File: src/rtl/zbus_pkg.sv
// zbus_pkg: shared port constants, sel indices, FSM encoding and IO decode for the Z80 bus front-end
package zbus_pkg;
  localparam logic [15:0] PORT_RSTINT  = 16'h83AB;
  localparam logic [15:0] PORT_W5300   = 16'h82AB;
  localparam logic [15:0] PORT_SL_CTL  = 16'h81AB;
  localparam logic [15:0] PORT_SL_ADDR = 16'h80AB;
  localparam logic [15:0] SL_DATA_MASK = 16'h80FF;
  localparam int SEL_RSTINT  = 0;
  localparam int SEL_W5300   = 1;
  localparam int SEL_SL_CTL  = 2;
  localparam int SEL_SL_ADDR = 3;
  localparam int SEL_SL_DATA = 4;
  localparam int SEL_MEM     = 5;
  typedef enum logic [2:0] {
    ST_WAIT_REL,
    ST_IDLE,
    ST_QUAL,
    ST_ACTIVE,
    ST_REL
  } state_e;
  function automatic logic [4:0] io_decode(input logic [15:0] a, input logic [7:0] lb);
    logic [4:0] r;
    logic m;
    m = a[7:0] == lb;
    r = '0;
    r[SEL_RSTINT]  = m && a[15:8] == PORT_RSTINT[15:8];
    r[SEL_W5300]   = m && a[15:8] == PORT_W5300[15:8];
    r[SEL_SL_CTL]  = m && a[15:8] == PORT_SL_CTL[15:8];
    r[SEL_SL_ADDR] = m && a[15:8] == PORT_SL_ADDR[15:8];
    r[SEL_SL_DATA] = m && (a[15:8] & SL_DATA_MASK[15:8]) == 8'h00;
    return r;
  endfunction
endpackage

File: src/rtl/zbus_io_sync_filt.sv
// zbus_filt: 2-flop synchroniser with a FILT-sample agreement counter for one Z80 strobe
module zbus_filt #(
  parameter int FILT = 2
) (
  input  logic clk,
  input  logic rst,
  input  logic pin_n,
  output logic sync_n,
  output logic stable
);
  localparam logic [1:0] CMAX = 2'(FILT - 1);
  logic s1_q, s2_q;
  logic [1:0] cnt_q, cnt_d;
  always_ff @(posedge clk) begin
    s1_q <= pin_n;
    s2_q <= s1_q;
  end
  always_comb cnt_d = (s1_q != s2_q) ? 2'd0 : (cnt_q == CMAX) ? cnt_q : cnt_q + 2'd1;
  always_ff @(posedge clk) begin
    if (rst) cnt_q <= '0;
    else cnt_q <= cnt_d;
  end
  assign sync_n = s2_q;
  assign stable = cnt_q == CMAX;
endmodule

File: src/rtl/zbus_io_sync.sv
// zbus_io_sync: synchronises and filters Z80 strobes, decodes the target, latches address/data
// and emits single-cycle start/end/error events for the register and bridge logic.
module zbus_io_sync
  import zbus_pkg::*;
#(
  parameter logic [7:0] LOW_BYTE = 8'hAB,
  parameter int         FILT     = 2
) (
  input  logic        clk,
  input  logic        rst,
  input  logic [15:0] za,
  input  logic [7:0]  zd_in,
  input  logic        ziorq_n,
  input  logic        zmreq_n,
  input  logic        zrd_n,
  input  logic        zwr_n,
  input  logic        zcsrom_n,
  input  logic        mem_ena,
  output logic        ziorqge,
  output logic [5:0]  sel,
  output logic [15:0] addr_lat,
  output logic [7:0]  wdata,
  output logic        wr_stb,
  output logic        rd_stb,
  output logic        rd_end,
  output logic        busy,
  output logic        err_stb
);
  logic iorq_s, mreq_s, rd_s, wr_s, csrom_s;
  logic [4:0] stb;
  zbus_filt #(.FILT(FILT)) u_iorq  (.clk(clk), .rst(rst), .pin_n(ziorq_n),  .sync_n(iorq_s),  .stable(stb[0]));
  zbus_filt #(.FILT(FILT)) u_mreq  (.clk(clk), .rst(rst), .pin_n(zmreq_n),  .sync_n(mreq_s),  .stable(stb[1]));
  zbus_filt #(.FILT(FILT)) u_rd    (.clk(clk), .rst(rst), .pin_n(zrd_n),    .sync_n(rd_s),    .stable(stb[2]));
  zbus_filt #(.FILT(FILT)) u_wr    (.clk(clk), .rst(rst), .pin_n(zwr_n),    .sync_n(wr_s),    .stable(stb[3]));
  zbus_filt #(.FILT(FILT)) u_csrom (.clk(clk), .rst(rst), .pin_n(zcsrom_n), .sync_n(csrom_s), .stable(stb[4]));
  // strobe type vector: [0] io_rd, [1] io_wr, [2] mem_rd, [3] mem_wr
  logic [3:0] v, typ_q, typ_d, cur;
  logic st_all, multi, is_wr, is_mem, hit;
  logic [4:0] iod;
  assign v = {!mreq_s & !csrom_s & !wr_s & mem_ena, !mreq_s & !csrom_s & !rd_s & mem_ena,
              !iorq_s & !wr_s, !iorq_s & !rd_s};
  assign st_all = &stb;
  assign multi = |(v & (v - 4'd1));
  assign is_wr = typ_q[1] | typ_q[3];
  assign is_mem = typ_q[2] | typ_q[3];
  assign iod = io_decode(za, LOW_BYTE);
  assign hit = is_mem | (|iod);
  assign ziorqge = !ziorq_n & (|io_decode(za, LOW_BYTE));
  state_e state_q, state_d;
  logic acc_q, acc_d, rdc_q, rdc_d, busy_q, busy_d;
  logic wr_q, wr_d, rd_q, rd_d, end_q, end_d, err_q, err_d;
  logic [5:0] sel_q, sel_d;
  logic [15:0] addr_q, addr_d;
  logic [7:0] wdata_q, wdata_d;
  always_comb begin
    state_d = state_q;
    typ_d = typ_q;
    acc_d = 1'b0;
    rdc_d = rdc_q;
    busy_d = busy_q;
    sel_d = sel_q;
    addr_d = addr_q;
    wdata_d = wdata_q;
    wr_d = 1'b0;
    rd_d = 1'b0;
    end_d = 1'b0;
    err_d = 1'b0;
    cur = (state_q == ST_IDLE) ? v : typ_q;
    case (state_q)
      ST_WAIT_REL, ST_REL: if (v == '0 && st_all) begin
        state_d = ST_IDLE;
        end_d = busy_q & rdc_q;
        busy_d = 1'b0;
      end
      // IDLE takes the first sample; QUAL waits for every strobe to agree for FILT samples
      ST_IDLE, ST_QUAL: begin
        typ_d = cur;
        if (v == '0 || v != cur) state_d = ST_IDLE;
        else if (!st_all) state_d = ST_QUAL;
        else if (multi) begin
          err_d = 1'b1;
          state_d = ST_REL;
        end else begin
          state_d = ST_ACTIVE;
          acc_d = 1'b1;
        end
      end
      ST_ACTIVE: if (acc_q) begin
        if (hit) begin
          sel_d = {is_mem, is_mem ? 5'b0 : iod};
          addr_d = za;
          wdata_d = is_wr ? zd_in : wdata_q;
          wr_d = is_wr;
          rd_d = !is_wr;
          rdc_d = !is_wr;
          busy_d = 1'b1;
        end else state_d = ST_REL;
      end else if (v == '0) state_d = ST_REL;
      else if (v != typ_q) begin
        end_d = busy_q & rdc_q;
        busy_d = 1'b0;
        typ_d = v;
        state_d = ST_QUAL;
      end
      default: state_d = ST_WAIT_REL;
    endcase
  end
  always_ff @(posedge clk) begin
    if (rst) begin
      state_q <= ST_WAIT_REL;
      typ_q <= '0;
      acc_q <= 1'b0;
      rdc_q <= 1'b0;
      busy_q <= 1'b0;
      sel_q <= '0;
      addr_q <= '0;
      wdata_q <= '0;
      wr_q <= 1'b0;
      rd_q <= 1'b0;
      end_q <= 1'b0;
      err_q <= 1'b0;
    end else begin
      state_q <= state_d;
      typ_q <= typ_d;
      acc_q <= acc_d;
      rdc_q <= rdc_d;
      busy_q <= busy_d;
      sel_q <= sel_d;
      addr_q <= addr_d;
      wdata_q <= wdata_d;
      wr_q <= wr_d;
      rd_q <= rd_d;
      end_q <= end_d;
      err_q <= err_d;
    end
  end
  assign sel = sel_q;
  assign addr_lat = addr_q;
  assign wdata = wdata_q;
  assign wr_stb = wr_q;
  assign rd_stb = rd_q;
  assign rd_end = end_q;
  assign busy = busy_q;
  assign err_stb = err_q;
endmodule
File: config.mk
export PLATFORM = sky130hd
export DESIGN_NAME = zbus_io_sync
export DESIGN_NICKNAME = d
export VERILOG_FILES = /design/src/rtl/zbus_pkg.sv /design/src/rtl/zbus_io_sync_filt.sv /design/src/rtl/zbus_io_sync.sv
export SDC_FILE = /design/constraint.sdc
export NUM_CORES = 1
export LEC_CHECK = 0
export BUFFER_PORTS_ARGS = -buffer_cell sky130_fd_sc_hd__buf_2
export CAP_MARGIN = 10
export CORE_ASPECT_RATIO = 1.5
export CORE_MARGIN = 2
export CORE_UTILIZATION = 35
export CTS_CLUSTER_DIAMETER = 30
export DETAILED_ROUTE_END_ITERATION = 10
export SLEW_MARGIN = 20
export SYNTH_ARGS = -nofsm -noshare
export SYNTH_HDL_FRONTEND = slang
export SYNTH_SLANG_ARGS = --single-unit
File: constraint.sdc
create_clock -name clk -period 2.1 [get_ports clk]
set_input_delay 0.21 -clock clk [delete_from_list [all_inputs] [get_ports clk]]
set_output_delay 0.21 -clock clk [all_outputs]
set_load 0.02 [all_outputs]
==> flow_summary.toml <==
[power_and_ir_drop]
power_frac_seq_pct = 50.9
ir_worst_vdd_uv = 367.2
power_leakage_nw = 1.545
powerDensity_mw_per_mm2 = 717.7
clockPowerShare_pct = 41.8
switchingPower_mw = 0.5487
swShare_pct = 22.04
cellInternalPower_mw = 1.941
combPwrFrac_pct = 7.3

[synthesis]
syn_area_mm2 = 0.002653
postSynthCellCount = 300
ys_ff_latch = 64
synth.area.top_cells = "dfxtp_1, nor2_1, nand2_1"
synth_top_area_cell = "dfxtp_1"
yosysWarnings = 0
ys_types = 49
synth_edf_count = 0
async_reset_ff_share_pct = 0
ys_seq_area_share_pct = 48.30
synth_fp_nets = 337
synth_top_area_share_pct = 48.30
synth_area_per_cell_um2 = 8.842
synth_flop_cell = "dfxtp_1"

[min_path]
hold_path_class = "in -> reg"

[sta]
maxSlewHeadroom_pct = 64.40
skew_ps = 3.898
post-route-period-util_pct = 96.96
max_freq_mhz = 491.1
hold_viol_final = 0
layout_setup_ws_ps = 63.80
final.min_clock_period_ps = 2036
rsz0062_at_grt = "yes"
slew_viol_final = 0
hold_slack_ps = 97.51
finalSetupViolCount = 0
worst_pin_slew_ps = 533.9

[routing]
wirelength_um = 6371
drtIter0Drc = 108
drc = 0
ant_nets = 0
viasPerCell = 4.827
num_vias = 2365
met2_length_um = 3346
routed-wl-met3_um = 287
drt_first_pass_iters = 4
wl_per_cell_um = 13.00
top_layer = "met4"
met1_length_um = 2562

[worst_setup_path]
crit_path_end_kind = "flop"
critPathRequiredTime_ps = 2380
startpoint_type = "flop"
cpPeakStageDelay_ps = 440
critical_path_class = "reg -> reg"
reg2reg_slack_ps = 60
cp_cell_sequence = "or3b_4 -> a22o_1 -> o21a_1 -> a211o_4 -> or3_1 -> a21oi_1"
slowest_stage = "or3b_4"
critPathArrivalTime_ps = 2320
critPathMaxFanout = 4

[die]
start_util_pct = 36.46
coreArea_mm2 = 0.007274
die_height_um = 110.6
io-pin-count = 68
rows = 38
die_area_mm2 = 0.008305
dieWidth_um = 75.08

[outcome]
outcome = "completed"

[global_route]
grt_use_total_pct = 16.32
grt_max_degree = 25
grt_pass1_wl_um = 10330
grt_antenna_before_repair = 0
overflow = 0
grt_pass1_vias = 2312

[clock_network]
cts_tree = "yes"
root_buffer = "clkbuf_8"
path_clk_slew_ps = 60
clock-sinks = 64
insertion_delay_ps = 340
clk_path_buf_depth = 2
htree_levels = 3
numCtsBuffers = 9

[run]
cap_viol_max_count = 0

[finish]
drive_above_1_share_pct = 28.72
diodes = 0
fin_util_pct = 47.68
fin_nets = 422
num-fill-cells = 715
area_growth_pct = 30.75

[place]
io_buffers = 67
place_congestion = 0.8126
pre_cts_ws_ps = 8.775
hpwlAfterDp_um = 4556
-- layout by cell type, fill, tap and decap left out, drive strengths merged, types with 4 or more instances in the layout --
cell type,instances
dfxtp,64
nor2,45
xor2,6
clkbuf,13
ha,5
xnor2,7
nand2,44
inv,5
a21oi,29
nor3,7
mux2i,12
buf,84
o21ai,8
nand3,5
dlygate4sd3,5
nor3b,4
-- cell families after synthesis --
family / count (synthesis) / share of synthesized area [%]
buffers and inverters: 21 / 3.443
flip-flops: 64 / 48.30
AO/OA/AOI/OAI: 57 / 14.15
multiplexers: 12 / 4.528
XOR/XNOR: 13 / 4.292
adder cells (fa/ha/maj): 5 / 2.358
AND/OR/NAND/NOR: 128 / 22.92
-- worst max-delay path: cells and delay by family, from the launching register on --
| family | cells | cell delay, ps |
|---|---|---|
| and+or+nand+nor | 2 | 740 |
| AOI/OAI and AO/OA | 4 | 830 |
| DFF | 1 | 400 |
-- metrics by stage --
stage	area (um^2)	instances	power [mW]	TNS, ps
final	3468	490	2.489	0
after global routing	3468	490	2.604	-53.05
after CTS	3422	490	2.519	0
after detailed placement	3172	469	1.461	0
after global placement	3172	469	1.456	0
after floorplan	2653	300	1.397	0
-- final timing paths --
kind | depth (start not counted) | startpoint | end
hold / removal | 3 | zd_in[3] | wdata[3]
setup / recovery | 6 | u_mreq.sync_n | typ_q[0]
hold reg to reg | 0 | u_iorq.s1_q | u_iorq.sync_n
setup reg to reg | 6 | u_mreq.sync_n | typ_q[0]
-- flip-flops by register name, summed over array words and instances (netlist names), 2 cells and up --
| signal | flops |
|---|---|
| typ_q | 4 |
| u_mreq.cnt_q | 2 |
| sel | 6 |
| state_q | 3 |
| u_wr.cnt_q | 2 |
| u_csrom.cnt_q | 2 |
| u_rd.cnt_q | 2 |
| u_iorq.cnt_q | 2 |
| wdata | 8 |
| addr_lat | 16 |
-- cell usage after synthesis, types with 2 or more instances --
| master | n |
|---|---|
| xnor2_1 | 7 |
| nor4b_2 | 2 |
| nand3b_1 | 3 |
| a41o_1 | 2 |
| mux2i_1 | 12 |
| buf_2 | 4 |
| nor3b_1 | 4 |
| a31oi_1 | 2 |
| nor3_1 | 7 |
| o21ai_0 | 6 |
| nand2b_1 | 2 |
| and3_1 | 3 |
| inv_1 | 5 |
| a21boi_0 | 2 |
| nand4_1 | 2 |
| nor2_1 | 45 |
| clkbuf_1 | 10 |
| a21oi_1 | 29 |
| nand2_1 | 44 |
| ha_1 | 5 |
| dfxtp_1 | 64 |
| or3_1 | 2 |
| a22oi_1 | 3 |
| nand3_1 | 5 |
| xor2_1 | 6 |
-- final cells by class --
class | count | area [um^2] | share of cell area [%]
Timing Repair Buffer | 89 | 513.0 | 14.79
Clock inverter | 3 | 40.04 | 1.154
Inverter | 6 | 22.52 | 0.6493
Sequential cell | 64 | 1284 | 37.01
Tap cell | 100 | 125.1 | 3.607
Clock buffer | 13 | 158.9 | 4.582
Multi-Input combinational cell | 215 | 1325 | 38.20
-- power groups by stage --
stage	Clock, mW	Sequential (mW)	Combinational (mW)
2_1_floorplan	0	1.28	0.114
3_3_place_gp	0	1.29	0.166
3_5_place_dp	0	1.29	0.168
4_1_cts	1.08	1.27	0.177
5_1_grt	1.13	1.27	0.204
6_report	1.04	1.27	0.181
-- per-layer routing --
metal / up-vias / global-route usage [%]
met5: - / 0
met4: 0 / 9.405
met3: 16 / 4.471
met2: 49 / 27.60
met1: 1105 / 17.39
li1: 1195 / -
-- timing repair --
action                                  4_1_cts  5_1_grt
hold buffers                                  5        0
gates resized for setup                       1        8
endpoints found under the setup margin        1        4
endpoints found under the hold margin         5        0
setup buffers                                 0        0
Note: power is estimated with default switching activity, not from simulation.
